<file path="src/rtl/wb_arb_pkg.sv">
// wb_arb_pkg: shared GPR constants and the writeback request bundle.
// Imported by the arbiter, its picker and the requester-side paths.
package wb_arb_pkg;

  localparam int GPR_IDX_W = 5;
  localparam int NUM_GPR   = 32;
  localparam int CORE_XLEN = 32;

  typedef logic [GPR_IDX_W-1:0] gpr_idx_t;

  typedef struct packed {
    gpr_idx_t             rd;
    logic [CORE_XLEN-1:0] data;
  } wb_req_t;

  function automatic int ptr_w(input int n);
    return (n > 1) ? $clog2(n) : 1;
  endfunction

endpackage

</file>
<file path="src/rtl/wb_arb_if.sv">
// wb_arb_if: result requesters on one side, registered writeback
// slots (regfile write + scoreboard set-ready) on the other.
interface wb_arb_if
  import wb_arb_pkg::*;
#(
  parameter int N_REQ = 4,
  parameter int N_WB  = 2,
  parameter int XLEN  = 32
) ();

  logic [N_REQ-1:0]           req_val;
  gpr_idx_t [N_REQ-1:0]       req_rd;
  logic [N_REQ-1:0][XLEN-1:0] req_data;
  logic [N_REQ-1:0]           req_rdy;
  logic                       wb_stall;
  logic [N_WB-1:0]            wb_val;
  gpr_idx_t [N_WB-1:0]        wb_rd;
  logic [N_WB-1:0][XLEN-1:0]  wb_data;

  modport master (
    output req_val,
    output req_rd,
    output req_data,
    output wb_stall,
    input  req_rdy,
    input  wb_val,
    input  wb_rd,
    input  wb_data
  );

  modport slave (
    input  req_val,
    input  req_rd,
    input  req_data,
    input  wb_stall,
    output req_rdy,
    output wb_val,
    output wb_rd,
    output wb_data
  );

endinterface

</file>
<file path="src/rtl/wb_arb_pick.sv">
// wb_arb_pick: circular multi-grant picker, up to N_WB grants per
// cycle starting at rr_ptr, skipping requesters whose rd clashes.
module wb_arb_pick
  import wb_arb_pkg::*;
#(
  parameter int N_REQ = 4,
  parameter int N_WB  = 2,
  localparam int PW   = ptr_w(N_REQ)
) (
  input  logic [N_REQ-1:0]     req_val_i,
  input  gpr_idx_t [N_REQ-1:0] req_rd_i,
  input  logic [PW-1:0]        rr_ptr_i,
  output logic [N_REQ-1:0]     gnt_o,
  output logic [N_WB-1:0]      slot_val_o,
  output logic [N_WB-1:0][PW-1:0] slot_idx_o,
  output logic [PW-1:0]        nxt_ptr_o
);

  localparam int SW = $clog2(N_WB + 1);

  int            pos;
  int            nxt;
  logic [PW-1:0] ix;
  logic [SW-1:0] n;
  logic          clash;

  always_comb begin
    gnt_o      = '0;
    slot_val_o = '0;
    slot_idx_o = '0;
    nxt_ptr_o  = rr_ptr_i;
    pos        = 0;
    nxt        = 0;
    ix         = '0;
    n          = '0;
    clash      = 1'b0;
    for (int k = 0; k < N_REQ; k++) begin
      pos = int'(rr_ptr_i) + k;
      if (pos >= N_REQ) pos = pos - N_REQ;
      ix = PW'(pos);
      // x0 never blocks anyone; it has no scoreboard entry
      clash = 1'b0;
      for (int j = 0; j < N_REQ; j++) begin
        if (gnt_o[j] && req_rd_i[j] == req_rd_i[ix]
            && req_rd_i[ix] != '0)
          clash = 1'b1;
      end
      if (req_val_i[ix] && !clash && n < SW'(N_WB)) begin
        gnt_o[ix] = 1'b1;
        for (int s = 0; s < N_WB; s++) begin
          if (SW'(s) == n) begin
            slot_val_o[s] = 1'b1;
            slot_idx_o[s] = ix;
          end
        end
        n   = n + 1'b1;
        nxt = pos + 1;
        if (nxt >= N_REQ) nxt = 0;
        nxt_ptr_o = PW'(nxt);
      end
    end
  end

endmodule

</file>
<file path="src/rtl/wb_arb.sv">
// wb_arb: GPR writeback arbiter with stall gating, rotating priority
// and registered writeback slots.
module wb_arb
  import wb_arb_pkg::*;
#(
  parameter int N_REQ = 4,
  parameter int N_WB  = 2,
  parameter int XLEN  = 32
) (
  input logic     clk,
  input logic     rst_n,
  wb_arb_if.slave bus
);

  localparam int PW = ptr_w(N_REQ);

  logic [PW-1:0]             rr_ptr_q, rr_ptr_d;
  logic [N_REQ-1:0]          val_gated;
  logic [N_REQ-1:0]          gnt;
  logic [N_WB-1:0]           slot_val;
  logic [N_WB-1:0][PW-1:0]   slot_idx;
  logic [PW-1:0]             nxt_ptr;

  logic [N_WB-1:0]           wb_val_q, wb_val_d;
  gpr_idx_t [N_WB-1:0]       wb_rd_q, wb_rd_d;
  logic [N_WB-1:0][XLEN-1:0] wb_data_q, wb_data_d;

  // no grant while in reset or while the port is borrowed
  assign val_gated = (rst_n && !bus.wb_stall) ? bus.req_val : '0;

  wb_arb_pick #(
    .N_REQ (N_REQ),
    .N_WB  (N_WB)
  ) u_pick (
    .req_val_i  (val_gated),
    .req_rd_i   (bus.req_rd),
    .rr_ptr_i   (rr_ptr_q),
    .gnt_o      (gnt),
    .slot_val_o (slot_val),
    .slot_idx_o (slot_idx),
    .nxt_ptr_o  (nxt_ptr)
  );

  assign bus.req_rdy = gnt;

  always_comb begin
    rr_ptr_d  = (|gnt) ? nxt_ptr : rr_ptr_q;
    wb_val_d  = '0;
    wb_rd_d   = wb_rd_q;
    wb_data_d = wb_data_q;
    for (int s = 0; s < N_WB; s++) begin
      if (slot_val[s]) begin
        wb_rd_d[s]   = bus.req_rd[slot_idx[s]];
        wb_data_d[s] = bus.req_data[slot_idx[s]];
        // x0 consumes the slot but never writes
        wb_val_d[s]  = (bus.req_rd[slot_idx[s]] != '0);
      end
    end
  end

  always_ff @(posedge clk) begin
    if (!rst_n) begin
      rr_ptr_q  <= '0;
      wb_val_q  <= '0;
      wb_rd_q   <= '0;
      wb_data_q <= '0;
    end else begin
      rr_ptr_q  <= rr_ptr_d;
      wb_val_q  <= wb_val_d;
      wb_rd_q   <= wb_rd_d;
      wb_data_q <= wb_data_d;
    end
  end

  assign bus.wb_val  = wb_val_q;
  assign bus.wb_rd   = wb_rd_q;
  assign bus.wb_data = wb_data_q;

endmodule

</file>
<file path="src/flat_wrapper.sv">
// flat-port wrapper written by rule: the top's interface ports become plain ports
module wb_arb_flat import wb_arb_pkg::*;
#(
  parameter int N_REQ = 4,
  parameter int N_WB  = 2,
  parameter int XLEN  = 32
)
  (clk, rst_n, bus_req_val, bus_req_rd, bus_req_data, bus_wb_stall, bus_req_rdy, bus_wb_val, bus_wb_rd, bus_wb_data);
  wb_arb_if #(.N_REQ(N_REQ), .N_WB(N_WB), .XLEN(XLEN)) bus_i ();
  input logic clk;
  input logic rst_n;
  input wire logic [$bits(bus_i.req_val)-1:0] bus_req_val;
  input wire logic [$bits(bus_i.req_rd)-1:0] bus_req_rd;
  input wire logic [$bits(bus_i.req_data)-1:0] bus_req_data;
  input wire logic [$bits(bus_i.wb_stall)-1:0] bus_wb_stall;
  output wire logic [$bits(bus_i.req_rdy)-1:0] bus_req_rdy;
  output wire logic [$bits(bus_i.wb_val)-1:0] bus_wb_val;
  output wire logic [$bits(bus_i.wb_rd)-1:0] bus_wb_rd;
  output wire logic [$bits(bus_i.wb_data)-1:0] bus_wb_data;
  assign bus_i.req_val = bus_req_val;
  assign bus_i.req_rd = bus_req_rd;
  assign bus_i.req_data = bus_req_data;
  assign bus_i.wb_stall = bus_wb_stall;
  assign bus_req_rdy = bus_i.req_rdy;
  assign bus_wb_val = bus_i.wb_val;
  assign bus_wb_rd = bus_i.wb_rd;
  assign bus_wb_data = bus_i.wb_data;
  wb_arb #(.N_REQ(N_REQ), .N_WB(N_WB), .XLEN(XLEN)) u_core (.clk(clk), .rst_n(rst_n), .bus(bus_i));
endmodule
</file>
<file path="config.mk">
export PLATFORM = sky130hd
export DESIGN_NAME = wb_arb_flat
export DESIGN_NICKNAME = d
export VERILOG_FILES = /design/src/rtl/wb_arb_pkg.sv /design/src/rtl/wb_arb_if.sv /design/src/rtl/wb_arb_pick.sv /design/src/rtl/wb_arb.sv /design/src/flat_wrapper.sv
export SDC_FILE = /design/constraint.sdc
export NUM_CORES = 1
export LEC_CHECK = 0
export CAP_MARGIN = 40
export CORE_MARGIN = 1.5
export CORE_UTILIZATION = 48
export DETAILED_ROUTE_END_ITERATION = 6
export GPL_ROUTABILITY_DRIVEN = 0
export HOLD_SLACK_MARGIN = 0.05
export PLACE_DENSITY = 0.94
export SYNTH_ARGS = -nofsm -noshare
export SYNTH_HDL_FRONTEND = slang
export SYNTH_HIERARCHICAL = 1
export SYNTH_SLANG_ARGS = --single-unit
</file>
<file path="constraint.sdc">
create_clock -name clk -period 13.5 [get_ports clk]
set_clock_uncertainty 0.1 [all_clocks]
set_input_delay 4.05 -clock clk [delete_from_list [all_inputs] [get_ports clk]]
set_output_delay 4.05 -clock clk [all_outputs]
set_load 0.005 [all_outputs]
</file>
======== Word-level counts from Yosys, hierarchy flattened ========
Index checks and enable logic that the tools add are counted.
cells by class
  mux-type cells .......................... 82
  $lt $le $gt $ge ......................... 21
  shift operators ......................... 0
  bitwise gates (word level) .............. 3
  add/sub/neg operators ................... 13
  $mul .................................... 0
  eq/ne operators ......................... 15
  divide/modulo/power cells ............... 0
  reduce and logical (&&, ||, !) cells .... 52
operators by type and width
  kind                                                  number
  2-to-1 mux 32 bit                                     6
  adder 32 x 2 -> 32 bit, second input constant         4
  binary-select mux 32 bit (select 2 bit)               2
  >= comparator 32 x 4 -> 1 bit, second input constant  4
  == test 5 bit                                         12
  binary-select mux 5 bit (select 2 bit)                5
  2-to-1 mux 2 bit                                      20
  logical AND 1 bit                                     35
  2-to-1 mux 4 bit                                      8
  2-to-1 mux 1 bit                                      28
  2-to-1 mux 5 bit                                      5
  nonzero test 5 bit                                    5
  < comparator 2 x 3 -> 1 bit, second input constant    6
  bitwise OR 4 bit                                      3
  subtractor 3 x 3 -> 4 bit, second input constant      3
  >= comparator 3 bit, second input constant            3
  binary-select mux 1 bit (select 2 bit)                4
  demux 1 bit (select 2 bit)                            4
  >= comparator 2 x 1 -> 1 bit, second input constant   4
  adder 2 x 2 -> 3 bit, second input constant           2
  == test 1 x 2 -> 1 bit, first input constant          3
  zero test 2 bit                                       3
  < comparator 2 bit, second input constant             3
  AND reduction 2 bit                                   3
  other kinds (7)                                       11
storage, ports and cells
  bits in read-only memories .............. 0
  memories ................................ 0
  bits in latches ......................... 0
  output and inout bits ................... 80
  input bits .............................. 155
  flip-flop bits (word level) ............. 78
  RAM bits ................................ 0
  word-level logic and storage cells ...... 193

======== Longest topological paths before layout ========
  depth in word-level cells ............... 40
  depth in mapped cells ................... 29
  gate-level depth less buffers ........... 22

======== Cells and area by module ========
The synthesis kept the hierarchy.
by module, submodules not included
  module       cells each  area each (sq um)  sequential area each (sq um)  instances
  wb_arb       346         4684.5             1561.5                        1
  wb_arb_pick  329         2486.1             0.0                           1

======== Least setup slack after synthesis ========
No wires, ideal clock.
  kind .................................... input to output
  start point ............................. in rst_n
  end point ............................... out bus_req_rdy[3]
  slack ................................... 1.415 ns
  cell stages on the path ................. 22
  data arrival time ....................... 7.935 ns
  buffers on the path ..................... 3
  cells stage by stage .................... clkbuf_1 -> nor2b_1 -> and2_1 -> mux2_4 -> mux2_4 -> and2_4 -> o211a_1 -> a221o_1 -> a21oi_4 -> buf_1 -> ha_1 -> inv_1 -> and2_1 -> a32o_1 -> a32oi_1 -> o211ai_1 -> a311oi_1 -> o22ai_1 -> nor2_1 -> buf_4 -> nand2_1 -> nand3_1
between the ends
  word-level cells in the longest chain between the ends .. 35
  elaborated cells on any way between the ends .. 70
  classes of those cells .................. add/sub: 2; order compare: 3; mux: 28; bitwise: 3; reduce/logical: 34
ends and longest elaborated chain
  item                                    RTL line            source
  start, declared                         flat_wrapper.sv:11  input logic rst_n;
  logical AND 1 bit *                     wb_arb.sv:29        assign val_gated = (rst_n && !bus.wb_stall) ? bus.req_val : '0;
  2-to-1 mux 4 bit *                      wb_arb.sv:29
  via u_core.val_gated[1]                 wb_arb.sv:18        logic [N_REQ-1:0] val_gated;
  binary-select mux 1 bit (select 2 bit)  wb_arb_pick.sv:48   if (req_val_i[ix] && !clash && n < SW'(N_WB)) begin
  2-to-1 mux 1 bit (implied by the code)  wb_arb_pick.sv:48
  2-to-1 mux 4 bit                        wb_arb_pick.sv:48
  logical AND 1 bit                       wb_arb_pick.sv:44   if (gnt_o[j] && req_rd_i[j] == req_rd_i[ix]
  logical AND 1 bit                       wb_arb_pick.sv:45   && req_rd_i[ix] != '0)
  [15 not listed]                         n/a
  logical AND 1 bit (2 in a row)          wb_arb_pick.sv:48
  2-to-1 mux 4 bit                        wb_arb_pick.sv:48
  logical AND 1 bit                       wb_arb_pick.sv:44
  logical AND 1 bit                       wb_arb_pick.sv:45
  2-to-1 mux 1 bit (4 in a row)           wb_arb_pick.sv:44
  zero test 1 bit                         wb_arb_pick.sv:48
  logical AND 1 bit (2 in a row)          wb_arb_pick.sv:48
  2-to-1 mux 4 bit *                      wb_arb_pick.sv:48
  end, declared                           flat_wrapper.sv:16  output wire logic [$bits(bus_i.req_rdy)-1:0] bus_req_rdy;
The timed path passes the listed nets; every way through them passes the cells marked *. The select of a mux whose other input is x is not followed.

======== Worst setup path in the final report ========
  start point ............................. in bus_req_rd[16]
  end point ............................... out bus_req_rdy[3]
between the ends
  word-level cells in the longest chain between the ends .. 33
  elaborated cells on any way between the ends .. 76
  classes of those cells .................. add/sub: 1; order compare: 2; eq/ne: 12; mux: 23; bitwise: 2; reduce/logical: 36
ends and longest elaborated chain
  item                                    RTL line                              source
  start, declared                         flat_wrapper.sv:13                    input wire logic [$bits(bus_i.req_rd)-1:0] bus_req_rd;
  binary-select mux 5 bit (select 2 bit)  wb_arb_pick.sv:44, wb_arb_pick.sv:45
  2-to-1 mux 5 bit (implied by the code)  wb_arb_pick.sv:44, wb_arb_pick.sv:45
  == test 5 bit                           wb_arb_pick.sv:44
  logical AND 1 bit                       wb_arb_pick.sv:44
  logical AND 1 bit                       wb_arb_pick.sv:45
  2-to-1 mux 1 bit (4 in a row)           wb_arb_pick.sv:44
  zero test 1 bit                         wb_arb_pick.sv:48
  logical AND 1 bit (2 in a row)          wb_arb_pick.sv:48
  [8 not listed]                          n/a
  logical AND 1 bit (2 in a row)          wb_arb_pick.sv:48
  2-to-1 mux 4 bit                        wb_arb_pick.sv:48
  logical AND 1 bit                       wb_arb_pick.sv:44
  logical AND 1 bit                       wb_arb_pick.sv:45
  2-to-1 mux 1 bit (4 in a row)           wb_arb_pick.sv:44
  zero test 1 bit                         wb_arb_pick.sv:48
  logical AND 1 bit (2 in a row)          wb_arb_pick.sv:48
  2-to-1 mux 4 bit *                      wb_arb_pick.sv:48
Every way passes the cells marked *; elsewhere a longest branch is shown, timed or not. The select of a mux whose other input is x is not followed.

==> implementation parameters <==
Parameter                              Value

Run status
  Result of the run ... finished, final reports clean

Global route
  Via count of the first global-routing pass ... roughly 6800
  Pin count of the biggest net entering global routing ... 79
  First-pass GRT wire length ... 38000 um
  Overflow left after global routing ... 0
  Number of antenna violations at the first check in global routing ... 1
  Overall routing resource usage ... a little under a third

Drt
  Post-route DRC violation count ... 0
  Number of DRC markers in iteration 0 ... between 600 and 700
  Detailed Route WL ... about 25000 um
  Average routed wire per standard cell ... roughly 23 um
  Via count ... approximately 6600
  Vias per Instance ... roughly 6.3
  TritonRoute pass-1 iters ... 5
  Count of antenna-violating nets left after detailed routing ... 0

Setup path
  Cell-by-cell trace of the critical path ... clkdlybuf4s50_1 > xor2_1 > nor2_1 > o311ai_0 > o211ai_1 > a221o_1 > a21oi_4 > ha_1 > inv_1 > and2_1 > a32o_1 > a32oi_1 > o211ai_1 > a311oi_1 > o22ai_1 > nor2_1 > nand2_1 > nand3_1 > clkdlybuf4s50_1
  Highest cell delay on the worst timing path ... between 800 and 900 ps
  Cell with the largest stage delay on the worst path ... sky130_fd_sc_hd__clkdlybuf4s50_1
  Data arrival time at the worst-slack endpoint ... between 8000 and 9000 ps
  Data required time of the worst path ... just over 9000 ps
  Sum of buffers and inverters on the critical path ... 3
  Critical path capture point type ... primary output
  Crit Path Max Fanout ... 15
  Critical Setup Path Class ... input port to primary output
  Crit path launch type ... input port
  Top Family by Delay on Critical Path ... compound AO/OA/AOI/OAI gates

Final layout
  Layout cell share with drive strength beyond 1 ... 15.2%
  Layout area overhead ... 37.8%
  Number of nets in the finished design ... 1035
  Filler Cells Inserted ... 1041
  Filler-free cell count of the finished design ... 1058

Placement
  Half-perimeter wire length after placement ... 18400 um
  Number of cells after detailed placement ... approximately 1000
  Number of input and output port buffers inserted ... 234

Yosys
  Number of warnings reported in the yosys synthesis log ... 6
  Number of cells produced by synthesis ... around 680
  Synthesized area divided by synthesized cell count ... 10.6 um^2
  Sequential element share of the synthesized area ... a little over a fifth
  Number of distinct library cells after synthesis ... 62
  Synthesized flop and latch total ... a little under 80
  Top_reg_cell synth ... sky130_fd_sc_hd__dfxtp_1
  Post-synth EDFFs ... 0
  Cell area after technology mapping ... about 7000 um^2
  Post-synth net total ... approximately 840
  Asr flop ratio synth ... 0%

Power
  Switching Fraction ... 41.8%
  Sequential share of power ... around 16%
  Switching power of the nets ... 0.824 mW
  Static Leak ... roughly 3.3 nW
  Total power density per cell area ... between 150 and 200 nW/um^2
  Combinational power share ... 71.6%
  Internal portion of total power ... 1.15 mW
  IR Drop Worst-Case VDD ... around 130 uV
  Fraction of power consumed by the clock network ... 12.3%

Floorplanning
  Top-level port count ... approximately 240
  Initial Utilization ... about half
  Area of the core ... roughly 15000 um^2
  Height of the die ... 125 um
  Chip width ... 125 um
  Row cnt ... 44
  Area of the die ... about 16000 um^2

STA
  Highest clock rate ... between 70 and 80 MHz
  Unrepaired setup endpoints after global routing ... false
  Count of final hold-check violations ... 0
  Post-route setup TNS ... 0 ps
  Setup violation total in the final timing report ... 0
  Relative slew slack ... roughly 40%
  Final count of pins violating max slew ... 0
  Slew of the pin with the lowest slew margin ... just under 900 ps
  Period Utilization, post-route ... between 90% and 100%
  Final critical-path required period ... roughly 13000 ps

Clock network
  Count of hold buffers inserted by post-cts repair ... 0
  Source-to-sink clock delay at the later pin of the worst-skew pair ... 330 ps
  TritonCTS clock tree ... done
  Number of buffers created by CTS ... 9
  Number of instances resized during post-cts repair ... 0
  Setup fix buffers added after clock tree synthesis ... 0
  Root Driver ... sky130_fd_sc_hd__clkbuf_16
  Total number of H-tree levels ... 3
  Clock slew at reported path FFs ... 60 ps
  Sinks on the clock net ... between 70 and 80
  Maximum buffer depth of the clock tree ... 2

Hold path
  Class of the tightest hold or removal check ... register to register

Job
  Max-capacitance violation count ... 0
==> layout by cell type (no fill, tap or decap), drive strengths merged, types with 3 or more instances in the layout <==
| cell | n |
|---|---|
| a211oi | 7 |
| a21oi | 11 |
| a222oi | 3 |
| a22oi | 3 |
| a311oi | 5 |
| a31oi | 4 |
| and2 | 8 |
| and3 | 3 |
| buf | 19 |
| clkbuf | 10 |
| clkdlybuf4s50 | 233 |
| clkinv | 3 |
| clkinvlp | 3 |
| dfxtp | 78 |
| ha | 12 |
| inv | 9 |
| mux2 | 3 |
| mux2i | 96 |
| mux4 | 84 |
| nand2 | 22 |
| nand3 | 14 |
| nor2 | 17 |
| nor2b | 79 |
| nor3 | 10 |
| nor4 | 7 |
| o211ai | 5 |
| o21ai | 15 |
| or3 | 5 |
| or4 | 3 |
| xnor2 | 36 |
| xor2 | 33 |
==> sequential cells by signal (all words and copies together) (netlist names) <==
name,count
u_core/bus.wb_val,2
u_core/rr_ptr_q,2
u_core/bus.wb_rd,10
u_core/bus.wb_data,64
==> kinds of logic after synthesis <==
family                   after synthesis  share of synthesized area, %
XOR/XNOR                              69                          8.43
AO/OA/AOI/OAI                         80                          8.45
flip-flops                            78                          21.8
adder cells (fa/ha/maj)               13                          2.23
AND/OR/NAND/NOR                      172                          13.3
buffers and inverters                 80                          5.37
multiplexers                         183                          40.4
==> worst register-to-register path, cell delays in order, from the launching register on <==
cell and delay (ps):
sky130_fd_sc_hd__dfxtp_2 310, sky130_fd_sc_hd__buf_4 550, sky130_fd_sc_hd__inv_2 400, sky130_fd_sc_hd__ha_1 400, sky130_fd_sc_hd__buf_4 240, sky130_fd_sc_hd__inv_2 200, sky130_fd_sc_hd__mux4_2 520, sky130_fd_sc_hd__nand2b_1 170
sky130_fd_sc_hd__a21bo_2 250, sky130_fd_sc_hd__o31ai_2 260, sky130_fd_sc_hd__a21oi_4 130, sky130_fd_sc_hd__ha_1 210, sky130_fd_sc_hd__inv_1 70, sky130_fd_sc_hd__and2_1 220, sky130_fd_sc_hd__inv_1 80, sky130_fd_sc_hd__a211oi_2 590
sky130_fd_sc_hd__a222oi_1 210, sky130_fd_sc_hd__o22ai_1 280, sky130_fd_sc_hd__nor2_1 130, sky130_fd_sc_hd__buf_4 190, sky130_fd_sc_hd__a21oi_1 240, sky130_fd_sc_hd__a2bb2oi_4 700, sky130_fd_sc_hd__buf_4 570, sky130_fd_sc_hd__mux4_2 590
sky130_fd_sc_hd__mux2i_1 200, sky130_fd_sc_hd__nor2b_1 70
==> per-layer routing <==
metal / part of all wire [%] / up-vias / routed length (um) / global-route usage (%)
li1: - / 2940 / - / -
met1: 35 / 3189 / 8720 / 35.0
met2: 51 / 415 / 12600 / 55.9
met3: 9.7 / 86 / 2400 / 8.73
met4: 4.1 / 0 / 1020 / 12.0
met5: 0 / - / 0 / 0
==> power by group through the flow <==
stage	sequential (mW)	combinational, mW	clock, mW
2_1_floorplan	0.326	0.998	0
3_3_place_gp	0.318	1.35	0
3_5_place_dp	0.321	1.39	0
4_1_cts	0.318	1.40	0.245
5_1_grt	0.323	1.49	0.255
6_report	0.318	1.41	0.241
==> Yosys cell counts, types with 3 or more instances <==
master / instances / area, um^2
sky130_fd_sc_hd__mux2i_1: 96 / 961
sky130_fd_sc_hd__mux4_2: 84 / 1890
sky130_fd_sc_hd__nor2b_1: 79 / 494
sky130_fd_sc_hd__dfxtp_1: 78 / 1560
sky130_fd_sc_hd__buf_2: 37 / 185
sky130_fd_sc_hd__xnor2_1: 36 / 315
sky130_fd_sc_hd__xor2_1: 33 / 289
sky130_fd_sc_hd__clkbuf_1: 23 / 86.3
sky130_fd_sc_hd__nand2_1: 22 / 82.6
sky130_fd_sc_hd__nor2_1: 17 / 63.8
sky130_fd_sc_hd__nand3_1: 14 / 70.1
sky130_fd_sc_hd__o21ai_0: 14 / 70.1
sky130_fd_sc_hd__ha_1: 12 / 150
sky130_fd_sc_hd__a21oi_1: 10 / 50.1
sky130_fd_sc_hd__nor3_1: 10 / 50.1
sky130_fd_sc_hd__and2_1: 7 / 43.8
sky130_fd_sc_hd__inv_1: 7 / 26.3
sky130_fd_sc_hd__nor4_1: 7 / 43.8
sky130_fd_sc_hd__a211oi_1: 6 / 45.0
sky130_fd_sc_hd__a311oi_1: 5 / 43.8
sky130_fd_sc_hd__o211ai_1: 5 / 37.5
sky130_fd_sc_hd__or3_1: 5 / 31.3
sky130_fd_sc_hd__a31oi_1: 4 / 25.0
sky130_fd_sc_hd__buf_6: 4 / 45.0
sky130_fd_sc_hd__a222oi_1: 3 / 30.0
sky130_fd_sc_hd__a22oi_1: 3 / 22.5
sky130_fd_sc_hd__and3_1: 3 / 18.8
sky130_fd_sc_hd__buf_1: 3 / 11.3
sky130_fd_sc_hd__mux2_4: 3 / 45.0
sky130_fd_sc_hd__or4_1: 3 / 22.5
==> through the flow <==
stage	util [%]	area, um^2	hold WS, ps	setup WS (ps)	total power [mW]
floorplan	-	7170	407	1410	1.32
global placement	65.8	9570	394	721	1.67
detailed placement	66.0	9590	404	584	1.71
CTS	68.0	9880	423	587	1.96
global route	68.0	9880	445	219	2.07
finish	68.0	9880	415	534	1.97
==> worst paths after layout <==
kind                                       startpoint                      to  slack, ps  cells after the start
worst min-delay path            u_core/bus.wb_data[4]   u_core/bus.wb_data[4]        420                      2
worst max-delay path                   bus_req_rd[16]          bus_req_rdy[3]        530                     19
worst max register to register     u_core/rr_ptr_q[0]  u_core/bus.wb_data[15]       5500                     25
worst min register to register  u_core/bus.wb_data[4]   u_core/bus.wb_data[4]        420                      2
==> final cells by class <==
class / instances / area (um^2) / area share [%]
Clock inverter: 6 / 62.6 / 0.633
Inverter: 10 / 37.5 / 0.380
Multi-Input combinational cell: 517 / 5270 / 53.4
Tap cell: 184 / 230 / 2.33
Sequential cell: 78 / 1560 / 15.8
Clock buffer: 10 / 229 / 2.32
Antenna cell: 1 / 2.50 / 0.0253
Timing Repair Buffer: 252 / 2480 / 25.1
Note: power is estimated with default switching activity, not from simulation.
